[config.mk]
export PLATFORM = sky130hd
export DESIGN_NAME = fifo_capture_ctrl
export DESIGN_NICKNAME = d
export VERILOG_FILES = /design/src/rtl/la_fifo_pkg.sv /design/src/rtl/capture_timebase.sv /design/src/rtl/fifo_capture_ctrl.sv
export SDC_FILE = /design/constraint.sdc
export NUM_CORES = 1
export LEC_CHECK = 0
export CAP_MARGIN = 15
export CORE_MARGIN = 2
export CORE_UTILIZATION = 40
export DETAILED_ROUTE_END_ITERATION = 6
export GPL_TIMING_DRIVEN = 0
export SLEW_MARGIN = 20
export SYNTH_ARGS = -nofsm -noshare
export SYNTH_HDL_FRONTEND = slang
export SYNTH_SLANG_ARGS = --single-unit
[constraint.sdc]
create_clock -name clk -period 3.45 [get_ports clk]
set_input_delay 0.8625 -clock clk [delete_from_list [all_inputs] [get_ports clk]]
set_output_delay 0.8625 -clock clk [all_outputs]
set_load 0.03 [all_outputs]
[src/rtl/la_fifo_pkg.sv]
// la_fifo_pkg: shared definitions for the logic-analyser FIFO controller.
//   state_t         - controller state encoding (also exported on the state port)
//   EMPTY_BYTE      - byte returned to the host when a read cannot be served
//   DEFAULT_DEPTH   - default FIFO capacity in bytes
//   DEFAULT_LEVEL_W - default occupancy counter width (2**W > DEPTH)
//   trig_match()    - masked trigger comparison
package la_fifo_pkg;

  typedef enum logic [2:0] {
    ST_IDLE    = 3'd0,
    ST_FLUSH   = 3'd1,
    ST_ARMED   = 3'd2,
    ST_CAPTURE = 3'd3,
    ST_DONE    = 3'd4
  } state_t;

  localparam logic [7:0] EMPTY_BYTE      = 8'hEE;
  localparam int         DEFAULT_DEPTH   = 256;
  localparam int         DEFAULT_LEVEL_W = 9;

  // A bit only takes part in the comparison when its mask bit is 1.
  function automatic logic trig_match(input logic [7:0] sample,
                                      input logic [7:0] value,
                                      input logic [7:0] mask);
    return ((sample ^ value) & mask) == 8'h00;
  endfunction

endpackage

[src/rtl/capture_timebase.sv]
// capture_timebase: sample-period generator for the capture engine.
//   clk, reset  - system clock, synchronous active-high reset
//   load        - restart the period (asserted on the trigger cycle)
//   divider     - sample period minus 1, in clocks
//   tick        - high for one cycle every divider+1 clocks after a load
module capture_timebase #(
  parameter int DIV_W = 16
) (
  input  logic             clk,
  input  logic             reset,
  input  logic             load,
  input  logic [DIV_W-1:0] divider,
  output logic             tick
);

  logic [DIV_W-1:0] count;

  // Down-counter that reloads on trigger and on expiry, so ticks repeat every divider+1 clocks.
  always_ff @(posedge clk) begin
    if (reset) begin
      count <= '0;
    end else if (load) begin
      count <= divider;
    end else if (count == '0) begin
      count <= divider;
    end else begin
      count <= count - DIV_W'(1);
    end
  end

  assign tick = (count == '0);

endmodule

[src/rtl/fifo_capture_ctrl.sv]
// fifo_capture_ctrl: sequencer/arbiter for the byte FIFO behind the SPI port.
//   clk, reset                 - system clock, synchronous active-high reset
//   cfg_arm / cfg_abort        - start flush+arm / stop capture (pulses)
//   cfg_trig_value/_mask       - trigger pattern and care bits
//   cfg_divider / cfg_count    - sample period-1, samples to take (0 = until full)
//   sample_in                  - probe inputs
//   host_wr, host_wr_data      - host byte write
//   host_rd, host_rd_data/_valid - host read request and response
//   fifo_write/_data, fifo_read, fifo_read_data/_ready - FIFO port pair
//   state, level, full, empty, overflow - status
// The FIFO has no flags, so occupancy is tracked here: level moves on the
// same edge that launches the matching strobe.
module fifo_capture_ctrl
  import la_fifo_pkg::*;
#(
  parameter int DEPTH   = DEFAULT_DEPTH,
  parameter int LEVEL_W = DEFAULT_LEVEL_W,
  parameter int DIV_W   = 16,
  parameter int CNT_W   = 16
) (
  input  logic               clk,
  input  logic               reset,
  input  logic               cfg_arm,
  input  logic               cfg_abort,
  input  logic [7:0]         cfg_trig_value,
  input  logic [7:0]         cfg_trig_mask,
  input  logic [DIV_W-1:0]   cfg_divider,
  input  logic [CNT_W-1:0]   cfg_count,
  input  logic [7:0]         sample_in,
  input  logic               host_wr,
  input  logic [7:0]         host_wr_data,
  input  logic               host_rd,
  output logic [7:0]         host_rd_data,
  output logic               host_rd_valid,
  output logic               fifo_write,
  output logic [7:0]         fifo_write_data,
  output logic               fifo_read,
  input  logic [7:0]         fifo_read_data,
  input  logic               fifo_read_ready,
  output logic [2:0]         state,
  output logic [LEVEL_W-1:0] level,
  output logic               full,
  output logic               empty,
  output logic               overflow
);

  localparam logic [LEVEL_W-1:0] FULL_LEVEL = LEVEL_W'(DEPTH);

  state_t             cur_state;
  state_t             next_state;
  logic [7:0]         trig_value;
  logic [7:0]         trig_mask;
  logic [DIV_W-1:0]   divider;
  logic [CNT_W-1:0]   count_target;
  logic [CNT_W-1:0]   wr_count;
  logic [7:0]         sample_q;
  logic               rd_busy;
  logic               tick;
  logic               is_full;
  logic               is_empty;
  logic               rd_accept;
  logic               trig_hit;
  logic               cap_due;
  logic               tb_load;
  logic               arm_go;
  logic               wr_go;
  logic [7:0]         wr_byte;
  logic               rd_go;
  logic               host_rd_fifo;
  logic               host_rd_empty;
  logic               ovf_set;
  logic               cnt_inc;
  logic               last_sample;
  logic [LEVEL_W-1:0] level_next;

  assign is_full     = (level == FULL_LEVEL);
  assign is_empty    = (level == '0);
  // A request is only taken while no FIFO-backed read is still in flight.
  assign rd_accept   = host_rd && !rd_busy;
  assign trig_hit    = trig_match(sample_q, trig_value, trig_mask);
  assign last_sample = (count_target != '0) && ((wr_count + CNT_W'(1)) == count_target);
  assign state       = cur_state;

  capture_timebase #(.DIV_W(DIV_W)) u_timebase (
    .clk     (clk),
    .reset   (reset),
    .load    (tb_load),
    .divider (divider),
    .tick    (tick)
  );

  // Per-cycle decisions: next state, write-port owner, FIFO reads, host read routing.
  always_comb begin
    next_state    = cur_state;
    wr_go         = 1'b0;
    wr_byte       = 8'h00;
    rd_go         = 1'b0;
    host_rd_fifo  = 1'b0;
    host_rd_empty = 1'b0;
    ovf_set       = 1'b0;
    cnt_inc       = 1'b0;
    arm_go        = 1'b0;
    cap_due       = 1'b0;
    tb_load       = 1'b0;
    case (cur_state)
      ST_IDLE, ST_DONE: begin
        if (cfg_arm) begin
          arm_go     = 1'b1;
          next_state = ST_FLUSH;
        end else begin
          next_state = cur_state;
        end
        if (host_wr && is_full) begin
          ovf_set = 1'b1;
        end else if (host_wr) begin
          wr_go   = 1'b1;
          wr_byte = host_wr_data;
        end else begin
          wr_go = 1'b0;
        end
        if (rd_accept && !is_empty) begin
          rd_go        = 1'b1;
          host_rd_fifo = 1'b1;
        end else begin
          host_rd_empty = rd_accept;
        end
      end
      ST_FLUSH: begin
        host_rd_empty = rd_accept;
        if (!is_empty) begin
          rd_go      = 1'b1;
          // Leave on the cycle the last byte is drained.
          next_state = (level == LEVEL_W'(1)) ? ST_ARMED : ST_FLUSH;
        end else begin
          next_state = ST_ARMED;
        end
      end
      ST_ARMED: begin
        host_rd_empty = rd_accept;
        if (cfg_abort) begin
          next_state = ST_IDLE;
        end else if (trig_hit) begin
          cap_due = 1'b1;
          tb_load = 1'b1;
        end else begin
          next_state = ST_ARMED;
        end
      end
      ST_CAPTURE: begin
        host_rd_empty = rd_accept;
        if (cfg_abort) begin
          next_state = ST_DONE;
        end else begin
          cap_due = tick;
        end
      end
      default: begin
        next_state = ST_IDLE;
      end
    endcase
    // The trigger sample and every later tick share one write path.
    if (cap_due && is_full) begin
      ovf_set    = 1'b1;
      next_state = ST_DONE;
    end else if (cap_due) begin
      wr_go      = 1'b1;
      wr_byte    = sample_q;
      cnt_inc    = 1'b1;
      next_state = last_sample ? ST_DONE : ST_CAPTURE;
    end else begin
      cnt_inc = 1'b0;
    end
  end

  // Occupancy follows the strobes being launched; write+read together cancel.
  always_comb begin
    if (wr_go && !rd_go) begin
      level_next = level + LEVEL_W'(1);
    end else if (rd_go && !wr_go) begin
      level_next = level - LEVEL_W'(1);
    end else begin
      level_next = level;
    end
  end

  // Controller state, strobes, status and host response registers.
  always_ff @(posedge clk) begin
    if (reset) begin
      cur_state       <= ST_IDLE;
      level           <= '0;
      full            <= 1'b0;
      empty           <= 1'b1;
      overflow        <= 1'b0;
      fifo_write      <= 1'b0;
      fifo_write_data <= 8'h00;
      fifo_read       <= 1'b0;
      host_rd_data    <= 8'h00;
      host_rd_valid   <= 1'b0;
      rd_busy         <= 1'b0;
      sample_q        <= 8'h00;
      trig_value      <= 8'h00;
      trig_mask       <= 8'h00;
      divider         <= '0;
      count_target    <= '0;
      wr_count        <= '0;
    end else begin
      cur_state       <= next_state;
      level           <= level_next;
      full            <= (level_next == FULL_LEVEL);
      empty           <= (level_next == '0);
      fifo_write      <= wr_go;
      fifo_write_data <= wr_byte;
      fifo_read       <= rd_go;
      sample_q        <= sample_in;
      overflow        <= arm_go ? 1'b0 : (overflow | ovf_set);
      if (arm_go) begin
        trig_value   <= cfg_trig_value;
        trig_mask    <= cfg_trig_mask;
        divider      <= cfg_divider;
        count_target <= cfg_count;
        wr_count     <= '0;
      end else if (cnt_inc) begin
        wr_count <= wr_count + CNT_W'(1);
      end else begin
        wr_count <= wr_count;
      end
      // Flush reads also return ready; only a pending host read is forwarded.
      if (rd_busy && fifo_read_ready) begin
        host_rd_valid <= 1'b1;
        host_rd_data  <= fifo_read_data;
        rd_busy       <= 1'b0;
      end else if (host_rd_empty) begin
        host_rd_valid <= 1'b1;
        host_rd_data  <= EMPTY_BYTE;
      end else if (host_rd_fifo) begin
        host_rd_valid <= 1'b0;
        rd_busy       <= 1'b1;
      end else begin
        host_rd_valid <= 1'b0;
      end
    end
  end

endmodule

# == Word level (Yosys, flattened, before mapping) ==
# Cells that the tools add are included.
# word_totals
ff_bits,123
inputBits,79
output_inout_bits,34
elab_cells,114
# classes
n_addsub,4
n_eq_ne,14
muxes,46
n_bitwise,4
reduce_logical,27
# ops
cell,count
$mux W8,7
$mux W16,2
$mux W1,22
$mux W3,7
$eq A9 B9 Y1 const B,2
$logic_not A9 Y1,2
$mux W9,2
$add A16 B1 Y16 const B,1
$eq A16 B16 Y1,1
$logic_not A16 Y1,1
$reduce_bool A16 Y1,1
$sub A16 B1 Y16 const B,1
$ne A4 B4 Y1 const B,3
$pmux W3 S4,1
$add A9 B1 Y9 const B,1
$eq A9 B1 Y1 const B,1
$sub A9 B1 Y9 const B,1
$and A8 B8 Y8,1
$logic_and A1 B1 Y1,8
$logic_not A8 Y1,1
$reduce_or A2 Y1,4
$xor A8 B8 Y8,1
$eq A3 B2 Y1 const B,2
$ne A3 B3 Y1 const B,2
other kinds (13),20

# == Depth between registers and ports, before layout ==
# logic_depth
word_depth,13
ltp_mapped,12
ltp_nobuf,10

# == Modules after synthesis ==
# From an unflattened synthesis, not the netlist that was laid out.
# unflattened
hier_cells,694
hier_area_um2,5778.0
# by_module_without_submodules
mod,n_inst,cells_per_inst,area_per_inst_um2,seq_area_each_um2
fifo_capture_ctrl,1,589,4899.7,2142.1
capture_timebase,1,105,878.3,320.3

# == Least setup slack after synthesis ==
# No wires, ideal clock.
# synth_timing
kind,input-to-reg
from,input port cfg_abort
to,register full
setup_time_ns,0.061
arrival_ns,2.814
t_required_ns,3.389
slack_ns,0.576
cell_stages,9
n_path_buf,1
path_cell_list,or4b_4 -> a21oi_2 -> nand4_2 -> a31oi_4 -> buf_6 -> mux2i_1 -> xnor2_1 -> nor4_2 -> and4_1
# synth_between
elab_chain_cells,9
elab_cells_between_ends,12
cone_classes,eq/ne: 1; mux: 7; reduce/logical: 4
# synth_rtl
element,line_no,rtl
start: declaration,fifo_capture_ctrl.sv:24,"input logic cfg_abort,"
"$mux W1, on equally long branches","fifo_capture_ctrl.sv:151, fifo_capture_ctrl.sv:140",
$pmux W1 S2 *,fifo_capture_ctrl.sv:105,case (cur_state)
$mux W1 or $logic_and A1 B1 Y1 (tied branches),"fifo_capture_ctrl.sv:165, fifo_capture_ctrl.sv:162",
$mux W1 *,fifo_capture_ctrl.sv:162,if (cap_due && is_full) begin
$logic_not A1 Y1,fifo_capture_ctrl.sv:179,end else if (rd_go && !wr_go) begin
$logic_and A1 B1 Y1,fifo_capture_ctrl.sv:179,
$mux W9,fifo_capture_ctrl.sv:179,
$mux W9 *,fifo_capture_ctrl.sv:177,if (wr_go && !rd_go) begin
$eq A9 B9 Y1 *,fifo_capture_ctrl.sv:209,full <= (level_next == FULL_LEVEL);
end signal: assignment,fifo_capture_ctrl.sv:209,
end: declaration,fifo_capture_ctrl.sv:42,"output logic full,"
# Every way passes the cells marked *; elsewhere a longest branch is shown, timed or not.
# A chain may end at the register's enable or synchronous reset.

# == Worst setup path after layout ==
# layout_timing
from,input port cfg_abort
to,"register cur_state[2], in the netlist state[2]"
# layout_between
elab_chain_cells,5
elab_cells_between_ends,12
cone_classes,eq/ne: 3; mux: 7; reduce/logical: 2
# layout_rtl
element,line_no,rtl
"$mux W1, on equally long branches","fifo_capture_ctrl.sv:151, fifo_capture_ctrl.sv:140",
$pmux W1 S2,fifo_capture_ctrl.sv:105,
$logic_and A1 B1 Y1,fifo_capture_ctrl.sv:162,
$ne A5 B5 Y1 (no source line) or $ne A4 B4 Y1 (tied branches),-,
$reduce_and A3 Y1 (no source line),-,
end signal: assignment,fifo_capture_ctrl.sv:207,cur_state <= next_state;
end: declaration,fifo_capture_ctrl.sv:49,state_t cur_state;
# Parallel ways exist; a longest one is shown, timed or not.

==> impl_metrics.yaml <==
placement:
  dp_hpwl_um: 12100
  portBuffers: 111
  placed_area_mm2: 0.00714
  gp_congestion: 0.891
  dpl_worst_slack_ps: -288
clock_network:
  htreeDepth: 4
  cts_made_buffers: 17
  cts.sinks: 123
  cts_setup_buffers: 0
  clockBufferDepth: 2
  clkLatencyLatePin_ps: 420
  ctsHoldBuffers: 0
  cts.clk_slew.worst_paths_ps: 60
  root_buffer: "clkbuf_16"
  cts.repair.resized: 0
  cts_tree: "done"
routing:
  vias_per_cell: 5.19
  drc: 0
  drt_iter0_drc: 298
  wire_per_inst_um: 15.9
  antenna_left: 0
  vias: 5375
  dr.pass1.iters: 6
  wirelength_um: 16400
synthesis:
  async_reset_ff_frac: 0
  synth_simple_gate_area_frac: 0.278
  synth_edf_count: 0
  synth_compound_area_frac: 0.133
  synth.area.mux_share: 0.0229
  yosysWarnings: 0
  synth_xor_area_frac: 0.0936
  synth_area_mm2: 0.00580
  ys_seq_area_frac: 0.425
  syn_area_per_cell_um2: 8.17
  synthAdderAreaFrac: 0.0151
  ys_seq_elements: 123
  synth_top_family_by_area: "simple AND/OR/NAND/NOR gates"
  synthesis.nets: 796
  syn_inst: 710
  synth_cell_types: 62
  ys.flop_type: "dfxtp_1"
grt:
  grt_first_pass_wirelength_um: 26800
  grt_antenna_before_repair: 0
  grt.total_usage: 0.216
  grt_remaining_overflow: 0
  grt_max_degree: 17
  grt_pass1_vias: 5376
floorplan:
  die_w_um: 124
  die_area_mm2: 0.0155
  num_rows: 44
  fp.coreArea_mm2: 0.0144
  io_pins: 113
  initial_core_util: 0.404
  die_y_um: 124
worst_setup_path:
  end_kind: "register"
  start_kind: "input pin"
  rr_endpoint: "state[0]$_SDFFE_PP0P_"
  reg2reg_depth: 9
  cp.required_ps: 3740
  cp_max_fo: 10
  cp_slowest_stage_delay_ps: 510
  r2r_start: "wr_count[0]$_SDFFE_PP0P_"
  crit_top_cell: "nor2_1"
  crit_chain: "clkdlybuf4s50_1, or4b_4, a21oi_2, nand4_2, and2_1, nor2_1, buf_2, o41ai_1, a22oi_1, nor2_1"
  rrSetupSlack_ps: 190
  critical_path_class: "in2reg"
  cp_slowest_cell: "or4b_4"
  cp.arrival_ps: 3580
sta:
  worst_pin_slew_ps: 871
  finalHoldViolations: 0
  setup_ws_ps: 164
  slew_viol_final: 0
  clock_skew_ps: 7.33
  fmax_mhz: 304
  finalSetupViolCount: 0
  period_needed_ps: 3290
  final.period_utilization: 0.952
  fin_setup_tns_ps: 0
  rsz0062_at_grt: "no"
  max_slew_margin: 0.412
final_layout:
  drive_gt1_frac: 0.0575
  regArea_mm2: 0.00246
  design_area_mm2: 0.00773
  post-route-util: 0.538
  syn_to_final_growth_pct: 33.3
  final_nets: 926
  multi_input_area_mm2: 0.00315
  n_fill_cell: 1372
  num_antenna_cells: 0
worst_hold_path:
  hold_path.class: "reg2reg"
  min_from: "divider[15]$_SDFFE_PP0P_"
  holdPathEnd: "divider[15]$_SDFFE_PP0P_"
  hold-path-cell-count: 2
power:
  power_density_mw_per_mm2: 859
  ir_drop_uv: 488
  leakage_nw: 2.95
run:
  maxCapViolCount: 0
status:
  status: "finished clean"
-- cell usage after synthesis (all sizes together), types with 2 or more instances --
cell	number	share of area
and4	5	0.0076
nand3b	2	0.0026
a211oi	2	0.0026
a32oi	3	0.0045
and3	7	0.0078
and2	6	0.0065
ha	7	0.015
o31a	2	0.0030
xor2	33	0.050
a31oi	4	0.0069
mux2	2	0.0039
nand3	10	0.0086
nand2	125	0.081
or2	3	0.0032
inv	8	0.0052
nand4	14	0.017
or3	7	0.0076
a21oi	76	0.066
nor2	84	0.054
clkbuf	30	0.019
nor3b	3	0.0047
or3b	2	0.0030
nand2b	6	0.0065
a222oi	2	0.0035
xnor2	29	0.044
dfxtp	123	0.42
a32o	2	0.0035
mux2i	11	0.019
o21ai	10	0.0086
nor2b	18	0.019
nor4	20	0.026
a22oi	13	0.017
nor3	17	0.015
buf	9	0.0082
-- report_power, final --
part / total, mW / leakage [nW] / internal, mW / switching [mW]
logic: 2.79 / 1.65 / 1.15 / 1.65
clock network: 1.79 / 0.284 / 1.15 / 0.642
registers: 2.05 / 1.01 / 1.75 / 0.301
-- through the flow --
stage	power, mW	cells	hold slack, ps
after global placement	4.77	1005	443
after CTS	6.67	1036	459
after floorplan	3.99	710	436
final	6.64	1036	456
after global routing	7.09	1036	481
after detailed placement	4.83	1005	451
-- worst max-delay path: cells and delay by family --
family          cells  cell delay (ps)
simple gates        5             1390
buf+inv             2              760
compound gates      3              550
-- flip-flops by register name, indices dropped and copies added, names as in the netlist --
register and count:
fifo_write_data 8, fifo_read 1, sample_q 8, fifo_write 1, overflow 1, empty 1
host_rd_valid 1, divider 16, u_timebase.count 16, full 1, wr_count 16, trig_value 8
state 3, level 9, count_target 16, trig_mask 8, host_rd_data 8, rd_busy 1
-- worst max path at each step --
stage / startpoint / to / slack, ps / cells after the start
2_1_floorplan: cfg_abort / full$_SDFF_PP0_ / 580 / 9
3_3_place_gp: cfg_abort / state[2]$_SDFFE_PP0P_ / -290 / 10
3_5_place_dp: cfg_abort / state[2]$_SDFFE_PP0P_ / -290 / 10
4_1_cts: cfg_abort / state[2]$_SDFFE_PP0P_ / 150 / 10
5_1_grt: cfg_abort / state[2]$_SDFFE_PP0P_ / 7 / 10
6_report: cfg_abort / state[2]$_SDFFE_PP0P_ / 160 / 10
-- cell usage in the layout, fill, tap and decap left out, types with 11 or more instances in the layout --
master and n:
a22oi_1 13, nor2_1 84, xor2_1 33, nand2_1 125, clkbuf_16 17, dfxtp_1 123, a21oi_1 75, clkbuf_1 33
nor2b_1 18, clkdlybuf4s50_1 111, nor3_1 17, mux2i_1 11, xnor2_1 29, nand4_1 12, nor4_1 17
-- per-layer routing --
metal,GRT usage,up-vias,share of wire
li1,-,2703,-
met1,0.265,2523,0.45
met2,0.352,131,0.47
met3,0.0825,18,0.067
met4,0.0661,0,0.013
met5,0,-,0
-- cell families (layout without fill, tap and decap cells) --
group	after synthesis	count (layout)
fa+ha+maj	7	7
simple gates	333	333
flops	123	123
mux	13	13
compound gates	125	125
xor+xnor	62	62
buf+inv	47	189
-- cell type report --
type,instances,share of cell area
Buffer,39,0.0207
Clock buffer,21,0.0583
Clock inverter,10,0.0183
Inverter,8,0.00388
Multi-Input combinational cell,540,0.407
Sequential cell,123,0.318
Tap cell,184,0.0298
Timing Repair Buffer,111,0.144
(Power assumes the default switching activity.)
